**config.mk**
```make
export PLATFORM = sky130hd
export DESIGN_NAME = act_pingpong_buffer
export DESIGN_NICKNAME = d
export VERILOG_FILES = /design/src/rtl/act_buf_pkg.sv /design/src/rtl/act_bank_fifo.sv /design/src/rtl/act_pingpong_buffer.sv
export SDC_FILE = /design/constraint.sdc
export NUM_CORES = 1
export LEC_CHECK = 0
export CAP_MARGIN = 20
export CORE_MARGIN = 2
export CORE_UTILIZATION = 60
export DETAILED_ROUTE_END_ITERATION = 10
export PLACE_DENSITY = 0.87
export SYNTH_ARGS = -nofsm -noshare
export SYNTH_HDL_FRONTEND = slang
export SYNTH_SLANG_ARGS = --single-unit
```
**constraint.sdc**
```tcl
create_clock -name clk -period 4.7 [get_ports clk]
set_clock_uncertainty 0.2 [all_clocks]
set_input_delay 0.94 -clock clk [delete_from_list [all_inputs] [get_ports clk]]
set_output_delay 0.94 -clock clk [all_outputs]
set_load 0.05 [all_outputs]
```
**src/rtl/act_buf_pkg.sv**
```systemverilog
// Shared definitions for the ping-pong activation buffer: row geometry and the packed row type.
// A row holds three 8-bit activations, with row0 in the lowest byte.
package act_buf_pkg;

    localparam int DATA_W   = 24;
    localparam int ROW_W    = 8;
    localparam int ROW0_LSB = 0;
    localparam int ROW1_LSB = 8;
    localparam int ROW2_LSB = 16;

    typedef logic [2:0][ROW_W-1:0] act_row_t;

    function automatic act_row_t pack_row(
        input logic [ROW_W-1:0] a0,
        input logic [ROW_W-1:0] a1,
        input logic [ROW_W-1:0] a2
    );
        act_row_t row;
        row[0] = a0;
        row[1] = a1;
        row[2] = a2;
        return row;
    endfunction

endpackage

```
**src/rtl/act_bank_fifo.sv**
```systemverilog
// Single activation bank: a DEPTH-entry synchronous FIFO with a show-ahead head.
// flush returns both pointers and the count to zero without touching storage.
module act_bank_fifo #(
    parameter int DATA_W = 24,
    parameter int DEPTH  = 8,
    parameter int CNT_W  = $clog2(DEPTH) + 1
) (
    input  logic              clk,
    input  logic              rst,
    input  logic              flush,
    input  logic              push,
    input  logic              pop,
    input  logic [DATA_W-1:0] data,
    output logic [CNT_W-1:0]  count,
    output logic [DATA_W-1:0] head
);

    localparam int ADDR_W = $clog2(DEPTH);

    logic [DATA_W-1:0] r_mem [DEPTH];
    logic [ADDR_W-1:0] r_wr_ptr;
    logic [ADDR_W-1:0] r_rd_ptr;
    logic [CNT_W-1:0]  r_count;
    logic              w_push;
    logic              w_pop;

    assign w_push = push && (r_count != CNT_W'(DEPTH));
    assign w_pop  = pop && (r_count != '0);

    // NOTE: storage is deliberately left out of reset; an entry is only visible once count covers it.
    always_ff @(posedge clk) begin
        if (w_push) begin
            r_mem[r_wr_ptr] <= data;
        end
    end

    // NOTE: every state register here is assigned with <= so all banks see pre-edge values.
    always_ff @(posedge clk) begin
        if (rst || flush) begin
            r_wr_ptr <= '0;
            r_rd_ptr <= '0;
            r_count  <= '0;
        end else begin
            if (w_push) begin
                r_wr_ptr <= r_wr_ptr + ADDR_W'(1);
            end
            if (w_pop) begin
                r_rd_ptr <= r_rd_ptr + ADDR_W'(1);
            end
            case ({w_push, w_pop})
                2'b10:   r_count <= r_count + CNT_W'(1);
                2'b01:   r_count <= r_count - CNT_W'(1);
                default: r_count <= r_count;
            endcase
        end
    end

    assign count = r_count;
    assign head  = (r_count == '0) ? '0 : r_mem[r_rd_ptr];

endmodule

```
**src/rtl/act_pingpong_buffer.sv**
```systemverilog
// Ping-pong activation store: one bank is filled while the other feeds the systolic array.
// A swap is only granted once the read bank drains, so no row is ever lost across a layer change.
module act_pingpong_buffer #(
    parameter int DATA_W = act_buf_pkg::DATA_W,
    parameter int DEPTH  = 8,
    parameter int CNT_W  = $clog2(DEPTH) + 1
) (
    input  logic              clk,
    input  logic              rst,
    input  logic              clear,
    input  logic              wr_valid,
    input  logic [DATA_W-1:0] wr_data,
    output logic              wr_ready,
    input  logic              rd_ready,
    output logic              rd_valid,
    output logic [DATA_W-1:0] rd_data,
    input  logic              swap,
    output logic              swap_done,
    output logic              swap_err,
    output logic              rd_bank,
    output logic [CNT_W-1:0]  rd_count,
    output logic [CNT_W-1:0]  wr_count
);

    logic              r_rd_bank;
    logic              r_swap_done;
    logic              r_swap_err;
    logic [CNT_W-1:0]  w_count [2];
    logic [DATA_W-1:0] w_head  [2];
    logic [1:0]        w_push;
    logic [1:0]        w_pop;
    logic [1:0]        w_flush;
    logic              w_push_fire;
    logic              w_pop_fire;
    logic              w_swap_ok;
    logic              w_swap_accept;
    logic              w_swap_reject;

    assign rd_count = w_count[r_rd_bank];
    assign wr_count = w_count[~r_rd_bank];
    assign rd_data  = w_head[r_rd_bank];
    assign wr_ready = (wr_count != CNT_W'(DEPTH));
    assign rd_valid = (rd_count != '0);

    assign w_push_fire = wr_valid && wr_ready;
    assign w_pop_fire  = rd_ready && rd_valid;

    // The read bank must be empty once this cycle's pop has been taken into account.
    assign w_swap_ok     = (rd_count == '0) || ((rd_count == CNT_W'(1)) && w_pop_fire);
    assign w_swap_accept = swap && !clear && w_swap_ok;
    assign w_swap_reject = swap && !clear && !w_swap_ok;

    // Push and pop follow the pre-swap roles; the drained bank is flushed as it becomes the write bank.
    assign w_push[0]  = w_push_fire && r_rd_bank;
    assign w_push[1]  = w_push_fire && !r_rd_bank;
    assign w_pop[0]   = w_pop_fire && !r_rd_bank;
    assign w_pop[1]   = w_pop_fire && r_rd_bank;
    assign w_flush[0] = clear || (w_swap_accept && !r_rd_bank);
    assign w_flush[1] = clear || (w_swap_accept && r_rd_bank);

    for (genvar b = 0; b < 2; b++) begin : g_bank
        act_bank_fifo #(
            .DATA_W (DATA_W),
            .DEPTH  (DEPTH),
            .CNT_W  (CNT_W)
        ) u_bank (
            .clk   (clk),
            .rst   (rst),
            .flush (w_flush[b]),
            .push  (w_push[b]),
            .pop   (w_pop[b]),
            .data  (wr_data),
            .count (w_count[b]),
            .head  (w_head[b])
        );
    end

    always_ff @(posedge clk) begin
        if (rst) begin
            r_rd_bank   <= 1'b0;
            r_swap_done <= 1'b0;
            r_swap_err  <= 1'b0;
        end else begin
            r_swap_done <= w_swap_accept;
            r_swap_err  <= w_swap_reject;
            if (w_swap_accept) begin
                r_rd_bank <= ~r_rd_bank;
            end
        end
    end

    assign rd_bank   = r_rd_bank;
    assign swap_done = r_swap_done;
    assign swap_err  = r_swap_err;

endmodule

```
==> impl_metrics.env, run 1 <==
export IMPL_post_dp_cell_area_um2=17300
export IMPL_worstMarginPinSlew_ns=1.08
export IMPL_netlist_area_um2=16000
export IMPL_cts_root_buffer="clkbuf_16"
export IMPL_avgRoutedWirePerCell_um=29.7
export IMPL_synth_cell_types=41
export IMPL_ir_worst_vdd_mv=0.392
export IMPL_ys_warn_count=0
export IMPL_fmax_mhz=231
export IMPL_core_rowCount=59
export IMPL_core_area_um2=26100
export IMPL_antennaDiodeCount=0
export IMPL_clockBufferDepth=3
export IMPL_power_leakage_nw=5.84
export IMPL_path_class="reg -> out"
export IMPL_ys_seq_area_share_pct=75.6
export IMPL_cts_sinks=413
export IMPL_power_frac_seq_pct=54.6
export IMPL_drc_errors=4
export IMPL_drt_initial_drc_count=1101
export IMPL_status="complete, but fails checks"
export IMPL_ant_nets=0
export IMPL_cts_reportedPaths_clkPinSlew_ns=0.06
export IMPL_fin_area_um2=18500
export IMPL_combinationalPowerShare_pct=3.1
export IMPL_crit_fanout=24
export IMPL_drv_slew=0
export IMPL_post_cts_buffers=0
export IMPL_cts_tree="built"
export IMPL_cts_hold_buffers_added=0
export IMPL_antenna_found_initial=0
export IMPL_worstPathRequired_ns=3.56
export IMPL_multi_input_area_um2=3780
export IMPL_ys_seq_elements=413
export IMPL_vias=8184
export IMPL_ioPinCount=67
export IMPL_area_delta_synth_final_pct=15.7
export IMPL_grt_met3_usage_pct=4.09
export IMPL_avgSynthCellArea_um2=20.9
export IMPL_final_nets=905
export IMPL_fin_tns_setup_ns=0
export IMPL_place_gp_congestion=0.746
export IMPL_htree_levels=2
export IMPL_hold_viol_final=0
export IMPL_violations="DRC"
export IMPL_p_clk_share_pct=42.4
export IMPL_synth_edf_count=384
export IMPL_grt_start_max_net_pins=33
export IMPL_dp_cells=1158
export IMPL_first_pass_iters=8
export IMPL_post_route_period_util_pct=92.0
export IMPL_period_needed_ns=4.32
export IMPL_powerDensity_nw_per_um2=402
export IMPL_hpwl_um=18500
export IMPL_power_switching_mw=1.50
export IMPL_whs_ns=0.297
export IMPL_num_fill_cells=1501
export IMPL_grt_use_total_pct=26.9
export IMPL_syn_num_nets=806
export IMPL_p_int_mw=5.95
export IMPL_ctsResizeCount=0
export IMPL_drt_wl_total_um=36500
export IMPL_grt_busiest_layer="met2"
export IMPL_grt_pass1_wl_um=54300
export IMPL_grt_use_met2_pct=47.5
export IMPL_die_w_um=167
export IMPL_setup_violations_final=0
export IMPL_start_util_pct=61.3
export IMPL_syn_inst=766
export IMPL_slew_headroom_pct=27.7
export IMPL_cp_end_kind="output pin"
export IMPL_grt_pass1_vias=8676
export IMPL_async_reset_ff_share_pct=0
export IMPL_critPathLaunchType="flop"
export IMPL_p_sw_share_pct=20.1
export IMPL_grt_util_met1_pct=33.8
export IMPL_rsz0062_at_grt="false"
export IMPL_port_buffers=66
export IMPL_cts_buffers=40
export IMPL_drive_above_1_share_pct=26.5
export IMPL_insertion_delay_ns=0.52
export IMPL_sequential_cell_area_um2=12100
export IMPL_grt_overflow_total=0
export IMPL_dieArea_um2=28000
export IMPL_final_cells=1230
export IMPL_worstHoldPathType="reg -> reg"
export IMPL_arrival_ns=3.18
export IMPL_timing_max_cap_violations=0
export IMPL_avgViaCountPerCell=6.65
export IMPL_die_y_um=167
export IMPL_ys_flop_type="edfxtp_1"
==> stage by stage <==
step / total power, mW / util, % / setup slack, ns
floorplan: 4.25 / - / 0.839
global placement: 4.35 / 66.0 / 1.01
detailed placement: 4.36 / 66.0 / 0.878
CTS: 7.47 / 70.9 / 0.353
global route: 7.62 / 70.9 / 0.171
finish: 7.44 / 70.9 / 0.375
==> synthesized netlist by cell type, types with 8 or more instances <==
cell	n	area share, %
a21oi_1	9	0.28
a22oi_1	28	1.3
a22oi_2	20	1.6
buf_2	19	0.59
clkbuf_1	13	0.30
dfxtp_1	29	3.6
edfxtp_1	384	72
ha_1	10	0.78
mux2i_1	8	0.50
mux4_2	96	14
nand2_1	34	0.80
nor2_1	33	0.77
xor2_1	9	0.49
==> path summary, 6_finish.rpt <==
check / from / endpoint / slack [ns] / cells past startpoint
max: g_bank[0].u_bank.count[1] / rd_data[16] / 0.38 / 6
min: g_bank[0].u_bank.r_wr_ptr[0] / g_bank[0].u_bank.r_wr_ptr[0] / 0.30 / 2
min reg2reg: g_bank[0].u_bank.r_wr_ptr[0] / g_bank[0].u_bank.r_wr_ptr[0] / 0.30 / 2
max reg2reg: g_bank[0].u_bank.count[0] / g_bank[0].u_bank.count[2] / 1.67 / 9
==> cell usage in the layout (no fill, tap or decap), types with 3 or more instances in the layout <==
cell | netlist | layout
edfxtp_1 | 384 | 384
mux4_2 | 96 | 96
clkdlybuf4s50_1 | 0 | 66
clkbuf_16 | 0 | 41
nand2_1 | 34 | 34
a22oi_1 | 28 | 28
dfxtp_1 | 29 | 25
buf_4 | 1 | 24
nor2_1 | 33 | 21
a22oi_2 | 20 | 20
ha_1 | 10 | 10
xor2_1 | 9 | 9
a21oi_1 | 9 | 9
clkinv_1 | 0 | 9
mux2i_1 | 8 | 8
clkinv_2 | 0 | 8
mux2_2 | 7 | 7
nand2b_1 | 7 | 7
nor2_2 | 0 | 7
o21ai_0 | 6 | 6
clkbuf_1 | 13 | 6
nor3_2 | 0 | 5
nor2_4 | 0 | 5
inv_1 | 4 | 4
nand3_1 | 4 | 4
bufinv_16 | 0 | 4
buf_12 | 0 | 4
nor4b_1 | 3 | 3
nor3b_1 | 4 | 3
nand4_1 | 3 | 3
o211ai_1 | 3 | 3
xnor2_1 | 3 | 3
clkinvlp_4 | 0 | 3
==> cells by family (layout without fill, tap and decap cells) <==
logic type               count (synthesis)  count (layout)  synth area share [%]
AO/OA/AOI/OAI                           69              69                  3.63
XOR/XNOR                                12              12                 0.656
adder cells (fa/ha/maj)                 10              10                 0.781
buffers and inverters                   41             170                  1.32
flip-flops                             413             413                  75.6
multiplexers                           111             111                  14.5
AND/OR/NAND/NOR                        110             110                  3.49
==> final cells by class <==
type | count | area share [%]
flip-flops and latches | 413 | 65.4
clock inverters | 25 | 1.22
inverters | 4 | 0.0810
repair buffers | 94 | 4.97
multi-input cells | 312 | 20.4
clock buffers | 47 | 5.66
well taps | 335 | 2.26
==> state kept, by name (all words and copies together), names as in the netlist, named ones only <==
register / cells
swap_done: 1
g_bank.u_bank.r_rd_ptr: 6
g_bank.u_bank.count: 8
g_bank.u_bank.r_wr_ptr: 6
g_bank.u_bank.r_mem: 384
swap_err: 1
rd_bank: 1
==> routing by layer <==
metal	part of all wire (%)	vias to the layer above
li1	-	3378
met1	35	4261
met2	53	455
met3	8.3	90
met4	3.6	0
met5	0	-
==> power by group through the flow <==
stage | Sequential [mW] | Clock [mW] | Combinational [mW]
2_1_floorplan | 4.14 | 0 | 0.106
3_3_place_gp | 4.14 | 0 | 0.215
3_5_place_dp | 4.14 | 0 | 0.222
4_1_cts | 4.06 | 3.18 | 0.228
5_1_grt | 4.06 | 3.31 | 0.242
6_report | 4.06 | 3.15 | 0.228
==> worst max-delay path, stage by stage (launching register included) <==
cell and delay (ns):
dfxtp_1 0.40, nor4_1 0.68, nor3b_2 0.10, buf_4 0.30, a22oi_1 0.31, nand2_1 0.12
clkdlybuf4s50_1 0.74
Note: power is estimated with default switching activity, not from simulation.
==> inputs of run 2 (changes only) <==
SETUP_SLACK_MARGIN = 0.05   (was default)
==> results of run 2 <==
No change in the layout: final DEF, timing and power equal those of run 1.
==> inputs of run 3 (changes only) <==
ABC_AREA = 1   (was default)
==> run 3 against run 2 <==
Effect of this change:
- critical path type unchanged
- clock power up 3%
- area after synthesis increased by 4.8%
- critical endpoint is now rd_data[22]
- the run now ends clean
- sequential share of layout area is 2.6 points lower
==> impl_metrics.env, run 3 <==
export IMPL_power_leakage_nw=6.62
export IMPL_first_pass_iters=5
export IMPL_cts_reportedPaths_clkPinSlew_ns=0.07
export IMPL_yosysTopAreaCell="edfxtp_1"
export IMPL_hpwl_um=23100
export IMPL_final_common_cell="edfxtp_1"
export IMPL_netlist_area_um2=16800
export IMPL_place_gp_congestion=0.905
export IMPL_ys_seq_area_share_pct=72.2
export IMPL_drt_wl_total_um=41400
export IMPL_drt_initial_drc_count=1572
export IMPL_clockBufferDepth=3
export IMPL_worstHoldPathType="reg -> reg"
export IMPL_cp_end_kind="output pin"
export IMPL_drc_errors=0
export IMPL_rrSetupSlack_ns=1.47
export IMPL_slew_headroom_pct=47.8
export IMPL_ys_warn_count=0
export IMPL_syn_num_nets=1403
export IMPL_post_route_period_util_pct=94.6
export IMPL_drv_slew=0
export IMPL_ir_worst_vdd_mv=0.267
export IMPL_port_buffers=66
export IMPL_period_needed_ns=4.45
export IMPL_most_common_layout_cells="edfxtp_1, nor2_1, o21ai_0"
export IMPL_arrival_ns=3.31
export IMPL_grt_pass1_wl_um=62400
export IMPL_ys_seq_elements=413
export IMPL_vias=11600
export IMPL_htree_levels=2
export IMPL_worstMarginPinSlew_ns=0.782
export IMPL_synth_top_area_share_pct=68.7
export IMPL_insertion_delay_ns=0.52
export IMPL_yosysMostFrequentCell="edfxtp_1"
export IMPL_synth_edf_count=384
export IMPL_synthTopCellsByCount="edfxtp_1, nor2_1, o21ai_0"
export IMPL_die_y_um=171
export IMPL_dieArea_um2=29300
export IMPL_drive_above_1_share_pct=11.3
export IMPL_yosys_top_cells_area="edfxtp_1, nor2_1, o21ai_0, o211ai_1, dfxtp_1"
export IMPL_power_mw=7.81
export IMPL_cts_root_buffer="clkbuf_16"
export IMPL_synth_cell_types=37
export IMPL_async_reset_ff_share_pct=0
export IMPL_cts_buffers=37
export IMPL_timing_max_cap_violations=0
export IMPL_hold_viol_final=0
export IMPL_ant_nets=0
export IMPL_cp_startpoint="rd_bank"
export IMPL_powerDensity_nw_per_um2=405
export IMPL_avgRoutedWirePerCell_um=22.5
export IMPL_antenna_found_initial=1
export IMPL_status="finished clean"
export IMPL_path_class="reg -> out"
export IMPL_grt_start_max_net_pins=60
export IMPL_grt_pass1_vias=11200
export IMPL_ys_flop_type="edfxtp_1"
export IMPL_fmax_mhz=225
export IMPL_fin_util_pct=69.8
export IMPL_critPathLaunchType="flop"
export IMPL_largest_reg_flops=384
export IMPL_hold_depth=2
export IMPL_grt_overflow_total=0
export IMPL_avgViaCountPerCell=6.29
export IMPL_syn_inst=1363
export IMPL_die_w_um=171
export IMPL_cts_sinks=413
export IMPL_core_rowCount=61
export IMPL_post_cts_buffers=0
export IMPL_fin_tns_setup_ns=0
export IMPL_reg2reg_depth=14
export IMPL_min_from="g_bank[0].u_bank.r_wr_ptr[0]"
export IMPL_avgSynthCellArea_um2=12.3
export IMPL_rr_startpoint="rd_bank"
export IMPL_final_nets=1473
export IMPL_ioPinCount=67
export IMPL_largest_register="g_bank.u_bank.r_mem"
export IMPL_worstPathRequired_ns=3.56
export IMPL_setup_violations_final=0
export IMPL_cts_tree="built"
export IMPL_rsz0062_at_grt="false"
export IMPL_start_util_pct=60.7
export IMPL_crit_fanout=16
export IMPL_core_area_um2=27600
export IMPL_grt_use_total_pct=28.5
export IMPL_area_delta_synth_final_pct=15.0
[run 3: layout make-up]
class,instances,area [um^2]
multi-input combinational,830,4230
tap,378,473
sequential,413,12100
clock buffer,40,980
antenna,1,2.50
timing repair buffer,107,988
clock inverter,27,334
fill,1653,8340
inverter,44,168
[run 3: per-stage QoR]
step | cells | setup slack [ns] | hold WS (ns) | area (um^2)
floorplan | 1363 | 0.590 | 0.277 | 16800
global placement | 1772 | 0.810 | 0.296 | 18000
detailed placement | 1772 | 0.700 | 0.322 | 18000
CTS | 1839 | 0.128 | 0.337 | 19300
global route | 1840 | 0.172 | 0.362 | 19300
finish | 1840 | 0.252 | 0.334 | 19300
[run 3: worst paths after layout]
path | end
worst max-delay path | rd_data[22]
worst max register to register | g_bank[1].u_bank.count[2]
worst min-delay path | g_bank[0].u_bank.r_wr_ptr[0]
worst min register to register | g_bank[0].u_bank.r_wr_ptr[0]
[run 3: cell families after synthesis]
family | count (synthesis) | share of synthesized area [%]
AND/OR/NAND/NOR | 474 | 11.8
AO/OA/AOI/OAI | 339 | 11.9
flip-flops | 413 | 72.2
XOR/XNOR | 7 | 0.365
adder cells (fa/ha/maj) | 10 | 0.746
buffers and inverters | 120 | 2.98
[run 3: where the power goes]
part / leakage [nW] / internal [mW] / total (mW) / switching [mW]
registers: 3.70 / 4.06 / 4.08 / 0.0180
logic: 2.29 / 0.136 / 0.496 / 0.359
clock network: 0.634 / 1.95 / 3.24 / 1.29
[run 3: per-layer routing]
metal  routed length, um  global-route usage [%]  vias up
met3                4850                    5.02      136
met1               14800                    37.6     5534
li1                    -                       -     5050
met2               20300                    46.9      862
met5                   0                       0        -
met4                1540                    12.5        0
[run 3: critical path: stages (launching register included)]
cell             delay (ns)
dfxtp_1                0.61
inv_2                  0.28
a41oi_4                0.52
buf_4                  0.35
nand3_1                0.11
nand2_1                0.09
clkdlybuf4s50_1        0.81
[run 3: timing repair]
item	CTS	global route
endpoints found under the setup margin	0	1
resized for setup	0	1
hold buffers	0	0
